==> config.mk <==
export PLATFORM = sky130hd
export DESIGN_NAME = sv39_tlb
export DESIGN_NICKNAME = d
export VERILOG_FILES = /design/src/rtl/sv39_pkg.sv /design/src/rtl/tlb_cam.sv /design/src/rtl/sv39_tlb.sv
export SDC_FILE = /design/constraint.sdc
export NUM_CORES = 1
export LEC_CHECK = 0
export ABC_AREA = 0
export CAP_MARGIN = 5
export CORE_MARGIN = 3
export CORE_UTILIZATION = 40
export CTS_CLUSTER_SIZE = 14
export DETAILED_ROUTE_END_ITERATION = 8
export PLACE_DENSITY = 0.68
export SYNTH_ARGS = -nofsm -noshare
export SYNTH_HDL_FRONTEND = slang
export SYNTH_SLANG_ARGS = --single-unit
==> constraint.sdc <==
create_clock -name clk -period 4.9 [get_ports clk]
set_clock_uncertainty 0.2 [all_clocks]
set_input_delay 0.98 -clock clk [delete_from_list [all_inputs] [get_ports clk]]
set_output_delay 0.98 -clock clk [all_outputs]
set_load 0.01 [all_outputs]
==> src/rtl/sv39_pkg.sv <==
// Shared types and constants for the Sv39 TLB: FSM state encoding, the
// entry layout, and the canonical-address test.
package sv39_pkg;

    localparam int unsigned VPN_W    = 27;
    localparam int unsigned PPN_W    = 44;
    localparam int unsigned PG_OFF_W = 12;

    typedef enum logic [1:0] {
        S_IDLE,
        S_LOOKUP,
        S_WALK_REQ,
        S_WALK_WAIT
    } tlb_state_t;

    typedef struct packed {
        logic             valid;
        logic [VPN_W-1:0] vpn;
        logic [PPN_W-1:0] ppn;
        logic             dirty;
        logic             exec;
    } tlb_entry_t;

    // Sv39 canonical form: bits 63:39 replicate bit 38.
    function automatic logic is_canonical(input logic [63:0] va);
        return (&va[63:38]) | ~(|va[63:38]);
    endfunction

endpackage

==> src/rtl/tlb_cam.sv <==
// Fully associative entry store: parallel VPN match, one-hot hit mux,
// a single write port and a flush that clears every valid bit.
module tlb_cam
    import sv39_pkg::*;
#(
    parameter int unsigned N_ENTRIES = 8,
    parameter int unsigned IDX_W     = $clog2(N_ENTRIES)
) (
    input  logic             clk_i,
    input  logic             rst_ni,
    input  logic [VPN_W-1:0] lookup_vpn_i,
    output logic             hit_o,
    output tlb_entry_t       hit_entry_o,
    input  logic             wr_en_i,
    input  logic [IDX_W-1:0] wr_idx_i,
    input  tlb_entry_t       wr_entry_i,
    input  logic             flush_all_i
);

    tlb_entry_t             entries_q [N_ENTRIES];
    logic [N_ENTRIES-1:0]   match;

    always_ff @(posedge clk_i or negedge rst_ni) begin
        if (!rst_ni) begin
            for (int unsigned i = 0; i < N_ENTRIES; i++) begin
                entries_q[i] <= '0;
            end
        end else begin
            if (wr_en_i) begin
                entries_q[wr_idx_i] <= wr_entry_i;
            end
            // Flush takes priority over a same-cycle write.
            if (flush_all_i) begin
                for (int unsigned i = 0; i < N_ENTRIES; i++) begin
                    entries_q[i].valid <= 1'b0;
                end
            end
        end
    end

    always_comb begin
        match       = '0;
        hit_entry_o = '0;
        for (int unsigned i = 0; i < N_ENTRIES; i++) begin
            match[i] = entries_q[i].valid && (entries_q[i].vpn == lookup_vpn_i);
            if (match[i]) begin
                hit_entry_o = entries_q[i];
            end
        end
    end

    assign hit_o = |match;

    // Fills only follow misses, so a VPN can never live in two entries.
    a_onehot_match: assert property (@(posedge clk_i) disable iff (!rst_ni) $onehot0(match));

endmodule

==> src/rtl/sv39_tlb.sv <==
// Sv39 TLB front end: request latch, lookup/walk FSM, round-robin
// replacement and deferred flush handling around an in-flight walk.
module sv39_tlb
    import sv39_pkg::*;
#(
    parameter int unsigned N_ENTRIES = 8,
    parameter int unsigned IDX_W     = $clog2(N_ENTRIES)
) (
    input  logic        clk,
    input  logic        reset,
    input  logic        req_valid,
    output logic        req_ready,
    input  logic [63:0] req_va,
    input  logic        req_st,
    output logic        rsp_valid,
    output logic [63:0] rsp_pa,
    output logic        rsp_hit,
    output logic        rsp_fault,
    output logic        rsp_dirty,
    output logic        rsp_executable,
    output logic        rsp_st,
    input  logic        flush,
    output logic        walk_req,
    output logic [63:0] walk_va,
    input  logic        walk_rsp_valid,
    input  logic [63:0] walk_pa,
    input  logic        walk_fault,
    input  logic        walk_dirty,
    input  logic        walk_executable
);

    tlb_state_t       state_q;
    logic [63:0]      va_q;
    logic             st_q;
    logic [IDX_W-1:0] ptr_q;
    logic             flush_pend_q;
    logic             rsp_valid_q, rsp_hit_q, rsp_fault_q, rsp_dirty_q, rsp_exec_q, rsp_st_q;
    logic [63:0]      rsp_pa_q;
    logic             walk_req_q;
    logic [63:0]      walk_va_q;

    logic             cam_hit;
    tlb_entry_t       hit_entry;
    tlb_entry_t       fill_entry;
    logic             lookup_hit;
    logic             fill_en;
    logic             flush_all;
    logic             req_fire;
    logic             unused_walk_off;

    assign unused_walk_off = ^walk_pa[PG_OFF_W-1:0];

    // Gated by reset so every output reads 0 while reset is held.
    assign req_ready  = reset && (state_q == S_IDLE) && !flush && !flush_pend_q;
    assign req_fire   = req_valid && req_ready;
    assign lookup_hit = cam_hit && is_canonical(va_q);
    assign fill_en    = (state_q == S_WALK_WAIT) && walk_rsp_valid && !walk_fault
                        && !flush_pend_q && is_canonical(va_q);
    assign flush_all  = (state_q == S_IDLE) && (flush || flush_pend_q);

    always_comb begin
        fill_entry       = '0;
        fill_entry.valid = 1'b1;
        fill_entry.vpn   = va_q[38:12];
        fill_entry.ppn   = walk_pa[55:12];
        fill_entry.dirty = walk_dirty;
        fill_entry.exec  = walk_executable;
    end

    tlb_cam #(
        .N_ENTRIES (N_ENTRIES),
        .IDX_W     (IDX_W)
    ) u_cam (
        .clk_i        (clk),
        .rst_ni       (reset),
        .lookup_vpn_i (va_q[38:12]),
        .hit_o        (cam_hit),
        .hit_entry_o  (hit_entry),
        .wr_en_i      (fill_en),
        .wr_idx_i     (ptr_q),
        .wr_entry_i   (fill_entry),
        .flush_all_i  (flush_all)
    );

    always_ff @(posedge clk or negedge reset) begin
        if (!reset) begin
            state_q      <= S_IDLE;
            va_q         <= '0;
            st_q         <= 1'b0;
            ptr_q        <= '0;
            flush_pend_q <= 1'b0;
            rsp_valid_q  <= 1'b0;
            rsp_hit_q    <= 1'b0;
            rsp_fault_q  <= 1'b0;
            rsp_dirty_q  <= 1'b0;
            rsp_exec_q   <= 1'b0;
            rsp_st_q     <= 1'b0;
            rsp_pa_q     <= '0;
            walk_req_q   <= 1'b0;
            walk_va_q    <= '0;
        end else begin
            rsp_valid_q <= 1'b0;
            walk_req_q  <= 1'b0;
            if (flush && (state_q != S_IDLE)) begin
                flush_pend_q <= 1'b1;
            end
            case (state_q)
                S_IDLE: begin
                    // A pending flush is applied by the CAM this cycle.
                    flush_pend_q <= 1'b0;
                    if (req_fire) begin
                        va_q    <= req_va;
                        st_q    <= req_st;
                        state_q <= S_LOOKUP;
                    end
                end
                S_LOOKUP: begin
                    if (lookup_hit) begin
                        rsp_valid_q <= 1'b1;
                        rsp_hit_q   <= 1'b1;
                        rsp_fault_q <= 1'b0;
                        rsp_dirty_q <= hit_entry.dirty;
                        rsp_exec_q  <= hit_entry.exec;
                        rsp_st_q    <= st_q;
                        rsp_pa_q    <= {8'd0, hit_entry.ppn, va_q[PG_OFF_W-1:0]};
                        state_q     <= S_IDLE;
                    end else begin
                        walk_req_q <= 1'b1;
                        walk_va_q  <= va_q;
                        state_q    <= S_WALK_REQ;
                    end
                end
                S_WALK_REQ: begin
                    state_q <= S_WALK_WAIT;
                end
                S_WALK_WAIT: begin
                    if (walk_rsp_valid) begin
                        rsp_valid_q <= 1'b1;
                        rsp_hit_q   <= 1'b0;
                        rsp_fault_q <= walk_fault;
                        rsp_dirty_q <= walk_dirty;
                        rsp_exec_q  <= walk_executable;
                        rsp_st_q    <= st_q;
                        rsp_pa_q    <= {walk_pa[63:12], va_q[PG_OFF_W-1:0]};
                        if (fill_en) begin
                            ptr_q <= ptr_q + 1'b1;
                        end
                        state_q <= S_IDLE;
                    end
                end
                default: state_q <= S_IDLE;
            endcase
        end
    end

    assign rsp_valid      = rsp_valid_q;
    assign rsp_pa         = rsp_pa_q;
    assign rsp_hit        = rsp_hit_q;
    assign rsp_fault      = rsp_fault_q;
    assign rsp_dirty      = rsp_dirty_q;
    assign rsp_executable = rsp_exec_q;
    assign rsp_st         = rsp_st_q;
    assign walk_req       = walk_req_q;
    assign walk_va        = walk_va_q;

endmodule

## Word level (Yosys, flattened, before mapping)

Cells that the tools add are included.

- Output and inout bits: 136
- Bits of input ports: 137
- Bits in registers: 798

- Bitwise gates (word level): 4
- Multiplexer cells: 49
- Equal/unequal tests: 14
- Add/sub/neg operators: 1
- $lt $le $gt $ge: 2
- Reductions and logical operators: 37

Operators by type and width:

| cell | number |
|---|---|
| bitwise mux 592 bit | 1 |
| 2-to-1 mux 592 bit | 1 |
| 2-to-1 mux 46 bit | 8 |
| demux 74 bit (select 3 bit) | 1 |
| equality test 27 bit | 8 |
| 2-to-1 mux 64 bit | 2 |
| one-hot mux 64 bit (2 select lines) | 1 |
| 2-to-1 mux 74 bit | 1 |
| AND reduction 26 bit | 1 |
| OR reduction 26 bit | 1 |
| 2-to-1 mux 1 bit | 24 |
| logical AND 1 bit | 20 |
| one-hot mux 1 bit (2 select lines) | 6 |
| one-hot mux 2 bit (4 select lines) | 1 |
| nonzero test 2 bit | 4 |
| OR reduction 8 bit | 1 |
| 2-to-1 mux 2 bit | 3 |
| inequality test 2 bit (second input constant) | 3 |
| AND reduction 2 bit | 3 |
| AND reduction 3 bit | 2 |
| equality test 2 bit (second input constant) | 2 |
| >= comparator 4 bit (second input constant) | 1 |
| less-than comparator 4 x 1 -> 1 bit (second input constant) | 1 |
| NOT 3 -> 4 bit | 1 |
| 7 further kinds | 10 |

## Depth between registers and ports, before layout

Gate-level depths: netlist of the first run.

- Depth after elaboration: 12
- Gate-level depth with buffers: 13
- Depth with buffers taken out: 9

## Modules after synthesis

Synthesis of the first run repeated with hierarchy kept, for this count alone.

- Cells, all modules: 3049
- Area total of the unflattened synthesis: 37770.0 sq um

Modules (own cells, without submodules):

| module | cells each | area each (sq um) | instances | sequential area each (sq um) |
|---|---|---|---|---|
| tlb_cam | 2449 | 29263.1 | 1 | 14814.2 |
| sv39_tlb | 600 | 8506.9 | 1 | 5154.9 |

## Worst setup path before layout of the first run

Ideal clock, no wire load.

- Path kind: reg2reg
- From: register va_q[33]
- To: register rsp_pa_q[29] (netlist: rsp_pa[29])
- Cell stages (with the launch flop): 12
- Slack: 2085 ps
- Path buffers: 3
- Setup time: 125 ps
- Required time: 4575 ps
- Arrival: 2490 ps
- Clock period less this slack: 2815 ps
- Path through: dfrtp_1 -> buf_4 -> xnor2_1 -> nand4_1 -> or4_4 -> a2bb2o_2 -> o41ai_1 -> a21o_1 -> buf_6 -> inv_6 -> buf_6 -> mux2_2

- Longest elaborated chain between the ends: 12

RTL lines:

| item | RTL line | RTL |
|---|---|---|
| start: declaration | sv39_tlb.sv:33 | `logic [63:0] va_q;` |
| start signal: assignment | sv39_tlb.sv:112 | `va_q <= req_va;` |
| equality test 27 bit | tlb_cam.sv:45 | `match[i] = entries_q[i].valid && (entries_q[i].vpn == lookup_vpn_i);` |
| logical AND 1 bit | tlb_cam.sv:45 |  |
| 2-to-1 mux 46 bit (8 in a row) | tlb_cam.sv:46 | `if (match[i]) begin` |
| 2-to-1 mux 64 bit | sv39_tlb.sv:118 | `if (lookup_hit) begin` |
| one-hot mux 64 bit (2 select lines) | sv39_tlb.sv:107 | `case (state_q)` |
| end signal: assignment | sv39_tlb.sv:125 | `rsp_pa_q <= {8'd0, hit_entry.ppn, va_q[PG_OFF_W-1:0]};` |
| end signal: assignment | sv39_tlb.sv:144 | `rsp_pa_q <= {walk_pa[63:12], va_q[PG_OFF_W-1:0]};` |
| end: declaration | sv39_tlb.sv:38 | `logic [63:0] rsp_pa_q;` |

Parallel ways exist; a longest one is shown, timed or not. The select of a mux whose other input is x is not followed.
A chain may end at the register's enable or synchronous reset.

## Final worst setup path of the first run

- From: register va_q[21]
- To: register rsp_pa_q[15] (netlist: rsp_pa[15])

Same word-level chain as after synthesis.

==> results of run 1 <==
[through the flow]
| step | instance area [µm²] | worst slack (ns) |
|---|---|---|
| floorplan | 36700 | 2.09 |
| global placement | 40400 | 0.921 |
| detailed placement | 40400 | 0.894 |
| CTS | 43400 | 0.884 |
| global route | 43400 | 0.694 |
| finish | 43400 | 0.820 |
[area by class of cell]
| cell class | count | share of cell area |
|---|---|---|
| Sequential cell | 798 | 0.460 |
| Clock inverter | 17 | 0.00533 |
| Clock buffer | 142 | 0.0638 |
| Antenna cell | 3 | 0.000173 |
| Tap cell | 1176 | 0.0339 |
| Multi-Input combinational cell | 1776 | 0.345 |
| Inverter | 94 | 0.00824 |
| Timing Repair Buffer | 358 | 0.0831 |
[layout by cell type, fill, tap and decap left out, types with 21 or more instances in the layout]
cell type / instances
clkbuf_1: 22
mux2_2: 620
o311ai_0: 23
a221oi_1: 38
o21ai_0: 104
o21bai_1: 23
o22ai_1: 24
nand2_1: 185
inv_1: 93
nor2_1: 50
dfrtp_1: 798
a21oi_1: 25
a31oi_1: 46
buf_4: 76
nand3_1: 51
nand4_1: 48
buf_12: 21
o2111a_1: 23
nor3_1: 49
a2bb2oi_1: 23
clkbuf_8: 28
o31a_1: 23
o21ai_1: 21
clkdlybuf4s50_1: 259
xnor2_1: 157
clkbuf_16: 92
nor4_1: 24
or3_1: 24
xor2_1: 61
mux2_4: 40
a22o_1: 23
[power breakdown]
part           internal [mW]  switching, mW  total [mW]
Combinational           2.48           2.32        4.80
Sequential              7.26          0.952        8.21
Clock                   4.12           2.70        6.82
[registers in the layout (all words and copies together) (netlist names), named ones only]
register	flops
state_q	1
walk_va	64
rsp_hit	1
st_q	1
walk_req	1
rsp_dirty	1
va_q	64
u_cam.entries_q	592
flush_pend_q	1
rsp_fault	1
rsp_executable	1
rsp_st	1
rsp_valid	1
rsp_pa	64
ptr_q	3
[worst reg2reg max path, cell delays in order (launching register included)]
cell,delay [ns]
dfrtp_1,0.89
xor2_1,0.21
nor4_1,0.08
buf_4,0.15
nand3_1,0.14
buf_4,0.39
or2_4,0.84
o311ai_0,0.32
a2bb2oi_1,0.40
o22ai_1,0.16
a22o_1,0.20
[worst max-delay path by stage]
stage / cells past startpoint / start / slack, ns / end
final: 10 / va_q[21] / 0.82 / rsp_pa[15]
after floorplan: 11 / va_q[33] / 2.09 / rsp_pa[29]
after CTS: 9 / va_q[20] / 0.88 / rsp_pa[35]
after detailed placement: 8 / va_q[38] / 0.89 / u_cam.entries_q[366]
after global placement: 8 / va_q[38] / 0.92 / u_cam.entries_q[351]
after global routing: 8 / va_q[38] / 0.69 / u_cam.entries_q[344]
[per-layer routing]
layer | up-vias | wire [µm]
met1 | 12454 | 43900
met2 | 786 | 45000
li1 | 10741 | -
met3 | 170 | 7590
met4 | 8 | 2450
met5 | - | 51
[cells by family after synthesis]
family,share of synthesized area
buffers and inverters,0.0499
XOR/XNOR,0.0520
flip-flops,0.544
AO/OA/AOI/OAI,0.0824
adder cells (fa/ha/maj),0.000341
AND/OR/NAND/NOR,0.0620
multiplexers,0.209
[what timing repair did]
action / CTS / global route
hold buffers: 1 / 0
hold endpoints to repair: 20 / 0
setup buffers: 0 / 0
==> metrics.md, run 1 <==
| Metric | Value |
|---|---|
| Io pins | `273` |
| Antenna violation net count after detailed routing | `0` |
| Leading area contributor after synthesis | `dfrtp_1` |
| Min Tclk post-route | `between 4 and 5 ns` |
| Register bit count reported by yosys | `798` |
| Via count | `24,159` |
| CTS Buffer Depth | `3` |
| Register area share after synthesis | `0.544` |
| Reg2Reg Depth | `10` |
| Final Max Slew Viols | `0` |
| Multi-input logic area | `15,000 µm²` |
| Synthesis Warnings | `0` |
| Initial Util | `0.406` |
| Global-route wire length before repair | `roughly 150,000 µm` |
| Drt wl/cell | `roughly 23 µm` |
| Hold endpoint | `rsp_pa[57]` |
| Top cells by area, synth | `dfrtp_1, mux2_2, xnor2_1` |
| H-tree depth | `3` |
| Core Area | `~90,000 µm²` |
| Clk sink count | `about 800` |
| Area share of the largest cell type after synthesis | `0.544` |
| Most Used Layer, Global Route | `met2` |
| Status | `completed` |
| DRT Pass-1 Iters | `7` |
| Total track usage | `0.208` |
| Worst hold slack | `~0.28 ns` |
| Critical-path top delay cell | `dfrtp_1` |
| Leak pwr | `20.0 nW` |
| Area delta synth->final | `18.3%` |
| Vias in the first global route | `25,036` |
| Grt met3 use | `0.0555` |
| Critical path's largest stage delay | `slightly below 0.9 ns` |
| Startpoint types | `register` |
| CP Max Fanout | `69` |
| Mapped Nets | `3,047` |
| Share of post-route cells with drive strength above 1 | `0.295` |
| Most frequent CP cell | `buf_4` |
| Finished Core Util | `0.480` |
| Clk slew on worst S/H paths | `0.06 ns` |
| Max-Cap Viols | `0` |
| Post-Syn Area | `36,700 µm²` |
| Peak VDD IR | `between 0.3 and 0.4 mV` |
| Finish-stage setup viols | `0` |
| Nets | `3,254` |
| PortBufs | `260` |
| Worst Hold Path Cells | `2` |
| Pin count of the biggest net entering global routing | `between 150 and 200` |
| R2R Path Start | `va_q[21]` |
| WS Path Type | `register to register` |
| Placed insts | `4,201` |
| Fill cells | `about 8,000` |
| Synth cell count leaders | `dfrtp_1, mux2_2, nand2_1, xnor2_1, clkbuf_1` |
| Cell Pwr Density | `457 nW/µm²` |
| RSZ-0062 raised after global routing | `false` |
| DRC errors left | `0` |
| Final total power | `19.8 mW` |
| Clock root buffer | `clkbuf_16` |
| Met1 Usage GRT | `0.285` |
| Routability cong. | `0.774` |
| Avg Cell Area, Syn | `around 13 µm²` |
| Distinct cells, synth | `57` |
| CP required | `approximately 5.2 ns` |
| Sequential standard cell area | `between 15,000 and 20,000 µm²` |
| R2R setup slack | `0.82 ns` |
| Post-synth top flop | `dfrtp_1` |
| CTS Buf Count | `just under 90` |
| Final Hold Viols | `0` |
| Die W | `around 300 µm` |
| Setup crit end kind | `register` |
| Maximum clock rate | `245 MHz` |
| Mapped Cells | `2,909` |
| CP cell instances | `xor2_1, nor4_1, buf_4, nand3_1, buf_4, or2_4, o311ai_0, a2bb2oi_1, o22ai_1, a22o_1` |
| Fin Setup TNS | `0 ns` |
| Grt ovf | `0` |
| Skew-Pair Late Insertion Delay | `0.65 ns` |
| Crit share post-route | `0.833` |
| Crit path DAT | `4.41 ns` |
| Initial drt markers | `about 1,700` |
| Ys async rst share | `1.00` |
| CTS tree | `built` |
| Die Span Y | `309 µm` |
| Final Non-Filler Cells | `4,364` |
| Max_slew headroom | `0.325` |
| Post-DR vias/cell | `5.54` |
| Num rows | `110` |
| Top delay family on crit path | `simple AND/OR/NAND/NOR gates` |
| Resized Gates After CTS | `0` |
| Worst path bufs/invs | `2` |
| Most frequent cell after synthesis | `dfrtp_1` |
| Initial antenna violation count | `7` |
| Met2 Use GR | `0.326` |
| Post-synth EDFFs | `0` |
| Hold Crit Class | `register to register` |
| Hpwl dp | `about 60,000 µm` |
| Full die area | `95,400 µm²` |
| Worst-Margin Slew | `~1 ns` |
| R2r endpoint | `rsp_pa[15]` |
| Min-delay src | `rsp_pa[57]` |
| Detailed Route WL | `99,000 µm` |
No activity file was read; power rests on OpenSTA's default activity.
==> run 2: changes to the inputs <==
==> constraint.sdc (replaced) <==
create_clock -name clk -period 4.21 [get_ports clk]
set_clock_uncertainty 0.2 [all_clocks]
set_input_delay 0.842 -clock clk [delete_from_list [all_inputs] [get_ports clk]]
set_output_delay 0.842 -clock clk [all_outputs]
set_load 0.01 [all_outputs]
==> run 2 against run 1 <==
Worst setup slack worse by 0.33 ns. Cell count is 0.11% higher. Count of clock-buffer cells in the layout is 10 lower. Cell area is 0.57% higher. Highest routed layer unchanged.
==> metrics.md, run 2 (same netlist as run 1, synthesis figures left out) <==
| Metric | Value |
|---|---|
| Top delay family on crit path | `flip-flops` |
| Hpwl dp | `58,800 µm (-1.7%)` |
| Peak VDD IR | `0.417 mV (+27%)` |
| Antenna violation net count after detailed routing | `0 (unchanged)` |
| Routability cong. | `0.774 (unchanged)` |
| Max-Cap Viols | `0 (unchanged)` |
| Grt ovf | `0 (unchanged)` |
| Top reg by flops | `u_cam.entries_q` |
| Resized Gates After CTS | `0 (unchanged)` |
| Crit path DAT | `4.03 ns (-0.38 ns)` |
| DRC errors left | `0 (unchanged)` |
| Total track usage | `0.204 (-0.00461)` |
| Worst-Margin Slew | `1.01 ns (-0.00491 ns)` |
| Core Area | `90,400 µm² (unchanged)` |
| Hold Crit Class | `register to register` |
| Met3 WL | `7040 µm (-7.3%)` |
| Post-DR vias/cell | `5.50 (-0.66%)` |
| Min Tclk post-route | `3.72 ns (-0.358 ns)` |
| Status | `completed` |
| Setup ws final | `0.488 ns (-0.332 ns)` |
| Initial Util | `0.406 (unchanged)` |
| H-tree depth | `3 (unchanged)` |
| PortBufs | `260 (unchanged)` |
| Initial drt markers | `1,650 (-0.18%)` |
| CP cell instances | `xor2_1, nor4_1, buf_4, nand3_1, o22ai_2, or2_1, o41a_2, nor3_4, buf_12, mux2_4` |
| Critical path's largest stage delay | `0.97 ns (+0.08 ns)` |
| Full die area | `95,400 µm² (unchanged)` |
| Max_slew headroom | `0.329 (+0.00328)` |
| Die W | `309 µm (unchanged)` |
| Cell Pwr Density | `532 nW/µm² (+16%)` |
| Die Span Y | `309 µm (unchanged)` |
| Leak pwr | `20.1 nW (+0.43%)` |
| Pin count of the biggest net entering global routing | `166 (+8.5%)` |
| Final Max Slew Viols | `0 (unchanged)` |
| Clk slew on worst S/H paths | `0.06 ns (about the same)` |
| Clock root buffer | `clkbuf_16` |
| CTS Buffer Depth | `3 (unchanged)` |
| Setup crit end kind | `register` |
| Startpoint types | `register` |
| Finish-stage setup viols | `0 (unchanged)` |
| CTS tree | `built` |
| Clk sink count | `798 (unchanged)` |
| DRT Pass-1 Iters | `7 (unchanged)` |
| Via count | `24,027 (-0.55%)` |
| Fin Setup TNS | `0 ns (unchanged)` |
| WS Path Type | `register to register` |
| Global-route wire length before repair | `150,000 µm (-2.0%)` |
| Maximum clock rate | `269 MHz (+9.6%)` |
| Pre-CTS setup slack | `0.499 ns (-0.395 ns)` |
| RSZ-0062 raised after global routing | `false` |
| Most common cell after layout, fill and taps aside | `dfrtp_1` |
| Detailed Route WL | `97,300 µm (-1.7%)` |
| Nets | `3,263 (+0.28%)` |
| Share of post-route cells with drive strength above 1 | `0.296 (+0.00195)` |
| Crit share post-route | `0.884 (+0.0514)` |
| CP Max Fanout | `33 (-52%)` |
| Max layer used | `met5` |
| DRT met1 WL | `43,200 µm (-1.5%)` |
| Num rows | `110 (unchanged)` |
| Io pins | `273 (unchanged)` |
| Skew-Pair Late Insertion Delay | `0.65 ns (about the same)` |
| Worst path bufs/invs | `2 (unchanged)` |
| CP required | `4.52 ns (-0.71 ns)` |
| Area delta synth->final | `19.0%` |
| Drt wl/cell | `22.3 µm (-1.8%)` |
| Vias in the first global route | `24,630 (-1.6%)` |
| DR WL met2 | `44,800 µm (-0.43%)` |
| Largest register FFs | `592 (unchanged)` |
| Worst hold slack | `0.279 ns (+0.000874 ns)` |
| Initial antenna violation count | `8 (+1)` |
| Critical-path top delay cell | `dfrtp_1` |
| Most frequent cells in the layout | `dfrtp_1, mux2_2, clkdlybuf4s50_1, nand2_1, xnor2_1` |
| Final Hold Viols | `0 (unchanged)` |
| CTS Buf Count | `88 (unchanged)` |
| Finished Core Util | `0.483 (+0.00273)` |
==> run 2: cell count changes in the layout (fill, tap and decap cells not counted), sizes merged <==
cell	change
clkinv	+2
clkbuf	-10
clkinvlp	+1
bufinv	+4
buf	+9
diode	-1
==> run 2: metal layers <==
metal | vias up | track usage
met5 | - | 0
met4 | 6 | 0.0580
met3 | 154 | 0.0535
met2 | 703 | 0.324
met1 | 12427 | 0.276
li1 | 10737 | -
==> run 2: final cells by class <==
class	count	area [µm²]
inverters	94	358
well taps	1176	1470
clock buffers	132	2620
fillers	7946	46800
clock inverters	24	467
multi-input cells	1776	15000
flip-flops and latches	798	20000
diodes	2	5.00
repair buffers	367	3780
==> run 2: worst register-to-register path: stages (launching register included) <==
cell     delay [ns]
dfrtp_1        0.97
xor2_1         0.21
nor4_1         0.10
buf_4          0.15
nand3_1        0.17
o22ai_2        0.15
or2_1          0.26
o41a_2         0.44
nor3_4         0.24
buf_12         0.30
mux2_4         0.40
==> run 2: metrics by stage <==
stage | cell area (µm²) | power [mW] | cells
2_1_floorplan | 36700 | 12.7 | 2909
3_3_place_gp | 40600 | 15.2 | 4210
3_5_place_dp | 40600 | 15.3 | 4210
4_1_cts | 43700 | 23.5 | 4367
5_1_grt | 43700 | 24.3 | 4368
6_report | 43700 | 23.2 | 4369
==> run 2: repair_timing <==
action | in CTS | in global routing
hold buffers | 1 | 0
endpoints found under the hold margin | 5 | 0
buffers inserted | 0 | 0
==> run 2: power by group <==
part | leakage, nW | switching, mW | internal, mW
combinational | 8.07 | 2.67 | 2.91
clock | 1.50 | 3.23 | 4.87
sequential | 10.6 | 1.09 | 8.45
total | 20.1 | 6.98 | 16.2
==> run 2: final timing paths <==
| kind | startpoint | to | slack (ns) | cells past startpoint |
|---|---|---|---|---|
| worst max-delay path | va_q[26] | walk_va[26] | 0.49 | 10 |
| worst min-delay path | rsp_pa[62] | rsp_pa[62] | 0.28 | 2 |
| worst min register to register | rsp_pa[62] | rsp_pa[62] | 0.28 | 2 |
| worst max register to register | va_q[26] | walk_va[26] | 0.49 | 10 |
| min in group asynchronous | reset | walk_va[23] | 0.38 | 2 |
| max in group asynchronous | reset | u_cam.entries_q[478] | 1.56 | 4 |
==> RTL edit: new RTL, flow settings as in run 2 <==
Make the reset (`reset` and `rst_ni`) synchronous in 2 clocked blocks.
--- a/src/rtl/tlb_cam.sv
+++ b/src/rtl/tlb_cam.sv
@@ -20,7 +20,7 @@
     tlb_entry_t             entries_q [N_ENTRIES];
     logic [N_ENTRIES-1:0]   match;
 
-    always_ff @(posedge clk_i or negedge rst_ni) begin
+    always_ff @(posedge clk_i) begin
         if (!rst_ni) begin
             for (int unsigned i = 0; i < N_ENTRIES; i++) begin
                 entries_q[i] <= '0;
--- a/src/rtl/sv39_tlb.sv
+++ b/src/rtl/sv39_tlb.sv
@@ -82,7 +82,7 @@
         .flush_all_i  (flush_all)
     );
 
-    always_ff @(posedge clk or negedge reset) begin
+    always_ff @(posedge clk) begin
         if (!reset) begin
             state_q      <= S_IDLE;
             va_q         <= '0;
Check against the original RTL: not settled (the Yosys comparison gave no result); the edit may change what the design does.
==> RTL edit against run 2 <==
- critical path depth unchanged
- sequential share of layout area is 5.2 points higher
- sequential cell count is the same
- global-route usage rose by 1.0 points
- final area fell by 1.9%
- worst setup slack lost 0.30 ns
- via count up 3.7%
- cell count rose by 5.1%
- routed wire length increased by 4.1%
- maximum frequency down 7.4%
- worst hold slack worse by 0.026 ns
- synthesized area fell by 3.2%
Power is not compared: it rests on default switching activity, and its combinational part moved more than twofold at a synthesized area within 25%.
==> RTL edit: results (changes against run 2) <==
stage	metric	value	unit	change
synth	Mapped Nets	3241		was 3047
synth	ys flop type	edfxtp_1		was dfrtp_1
place	hpwl dp	64.11	mm	was 58.83 mm
finish	# nets final	3496		was 3263
synth	synthesized area per cell	11.45	sq um	was 12.61 sq um
synth	synth warn	0		unchanged
cts	clk_lat worst skew	0.66	ns	
place	Area after DPL	40020	sq um	was 40560 sq um
finish	final core occ	49.00	%	was 48.28%
min_path	Hold WC Path Type	flip-flop to flip-flop		unchanged
synth	Compound-Gate Fraction of Synth Area	9.392	%	was 8.238%
routing	Final Routed Wirelength	101.2	mm	was 97.29 mm
synth	Synth Area in XOR/XNOR	5.286	%	was 5.203%
routing	top layer in use	met5		unchanged
power	peak supply drop	0.0003300	V	
place	Setup WS pre-CTS	0.3134	ns	was 0.4994 ns
synth	number of synthesized flops with an enable pin	584		was 0
setup_path	CP Data Arrival Time	4.39	ns	was 4.03 ns
cts	post-CTS setup buffers	0		unchanged
cts	# H-tree levels	3		unchanged
setup_path	CP max FO	15		was 33
grt	gr usage total	21.39	%	was 20.37%
synth	Post-Synth Adder-Cell Area	0.03522	%	was 0.03410%
synth	post-synthesis sequential area ratio	61.42	%	was 54.42%
cts	clock slew at reported path FFs	0.06	ns	about the same
routing	met3 routed WL	8.293	mm	was 7.037 mm
timing	worst-margin pin slew	0.8958	ns	was 1.007 ns
grt	largest net degree at the start of global routing	111		was 166
place	placed cell count	4425		was 4210
power	leak pwr	15.22	nW	
power	NetSw	3.853	mW	
synth	multiplexer area fraction after synthesis	0.05635	%	was 20.91%
cts	clock root cell	clkbuf_16		unchanged
grt	initial antenna violation count	4		was 8
cts	Resized Gates After CTS	0		unchanged
grt	vias in the first global route	24390		was 24.63k
synth	most common library cells after synthesis	584 x edfxtp_1, 577 x and2_1, 386 x nand2_1, 214 x dfxtp_1, 174 x clkbuf_1		was 798 x dfrtp_1, 620 x mux2_2, 187 x nand2_1, 157 x xnor2_1, 109 x clkbuf_1
place	final RePlAce weighted congestion	0.8666		was 0.7736
finish	Layout Cells excl Fill	4590		was 4369
place	IO buf count	260		unchanged
synth	Async SR Flop Fraction	0	%	was 100.0%
grt	first-pass GRT wire length	152.9	mm	was 149.8 mm
routing	wire length on met1	42.71	mm	was 43.22 mm
routing	Via Count	24920		was 24.03k
finish	Filler cells	7670		was 7946
synth	Synth cell types	71		was 57
cts	clock buffer count from CTS	86		was 88
finish	share of cells above drive strength 1	9.534	%	was 29.65%
routing	met2 wire length	47.96	mm	was 44.78 mm
finish	largest register by flop count	u_cam.entries_q		unchanged
routing	drt pass-1 iters	7		unchanged
cts	Max clock buf depth	3		unchanged
routing	Iteration-0 DRC Markers	2262		was 1650
run_status	status	complete, no violations		unchanged
finish	Largest register FFs	592		unchanged
synth	ranking of synthesized cells by area	edfxtp_1 49%, dfxtp_1 12%, and2_1 10%		was dfrtp_1 54%, mux2_2 19%, xnor2_1 3.7%
-- RTL edit: worst max-delay path: stages, from the launching register on --
cell and delay (ns):
dfxtp_1 0.88, buf_4 0.24, xnor2_1 0.14, nand4_1 0.11
or4_1 0.52, nor2_2 0.20, nor2_1 0.21, a41oi_4 0.42
nand4b_4 0.42, a311o_1 0.47, nand3_1 0.09
-- RTL edit: path summary, 6_finish.rpt --
kind	startpoint	end	slack (ns)	depth (start not counted)
setup / recovery	va_q[17]$_SDFFE_PN0P_	rsp_pa[31]$_SDFFE_PN0P_	0.19	10
setup reg to reg	va_q[17]$_SDFFE_PN0P_	rsp_pa[31]$_SDFFE_PN0P_	0.19	10
hold / removal	rsp_pa[39]$_SDFFE_PN0P_	rsp_pa[39]$_SDFFE_PN0P_	0.25	2
hold reg to reg	rsp_pa[39]$_SDFFE_PN0P_	rsp_pa[39]$_SDFFE_PN0P_	0.25	2
-- RTL edit: final cells by class --
type / instances / share of cell area (%)
antenna: 5 / 0.02921
clock buffer: 115 / 5.538
clock inverter: 45 / 1.011
inverter: 7 / 0.06717
multi-input combinational: 2056 / 29.78
sequential: 798 / 50.94
tap: 1155 / 3.373
timing repair buffer: 409 / 9.264
-- RTL edit: metal layers --
metal	vias to the layer above	global-route usage, %
li1	11600	-
met5	-	0
met1	12260	28.65
met2	897	34.89
met4	2	5.742
met3	160	5.053
-- RTL edit: power by group through the flow --
stage | logic (mW) | clock network, mW | registers, mW
after floorplan | 0.450 | 0 | 8.90
after global placement | 0.862 | 0 | 8.92
after detailed placement | 0.868 | 0 | 8.94
after CTS | 0.873 | 7.60 | 8.77
after global routing | 0.937 | 7.93 | 8.79
final | 0.868 | 7.49 | 8.77
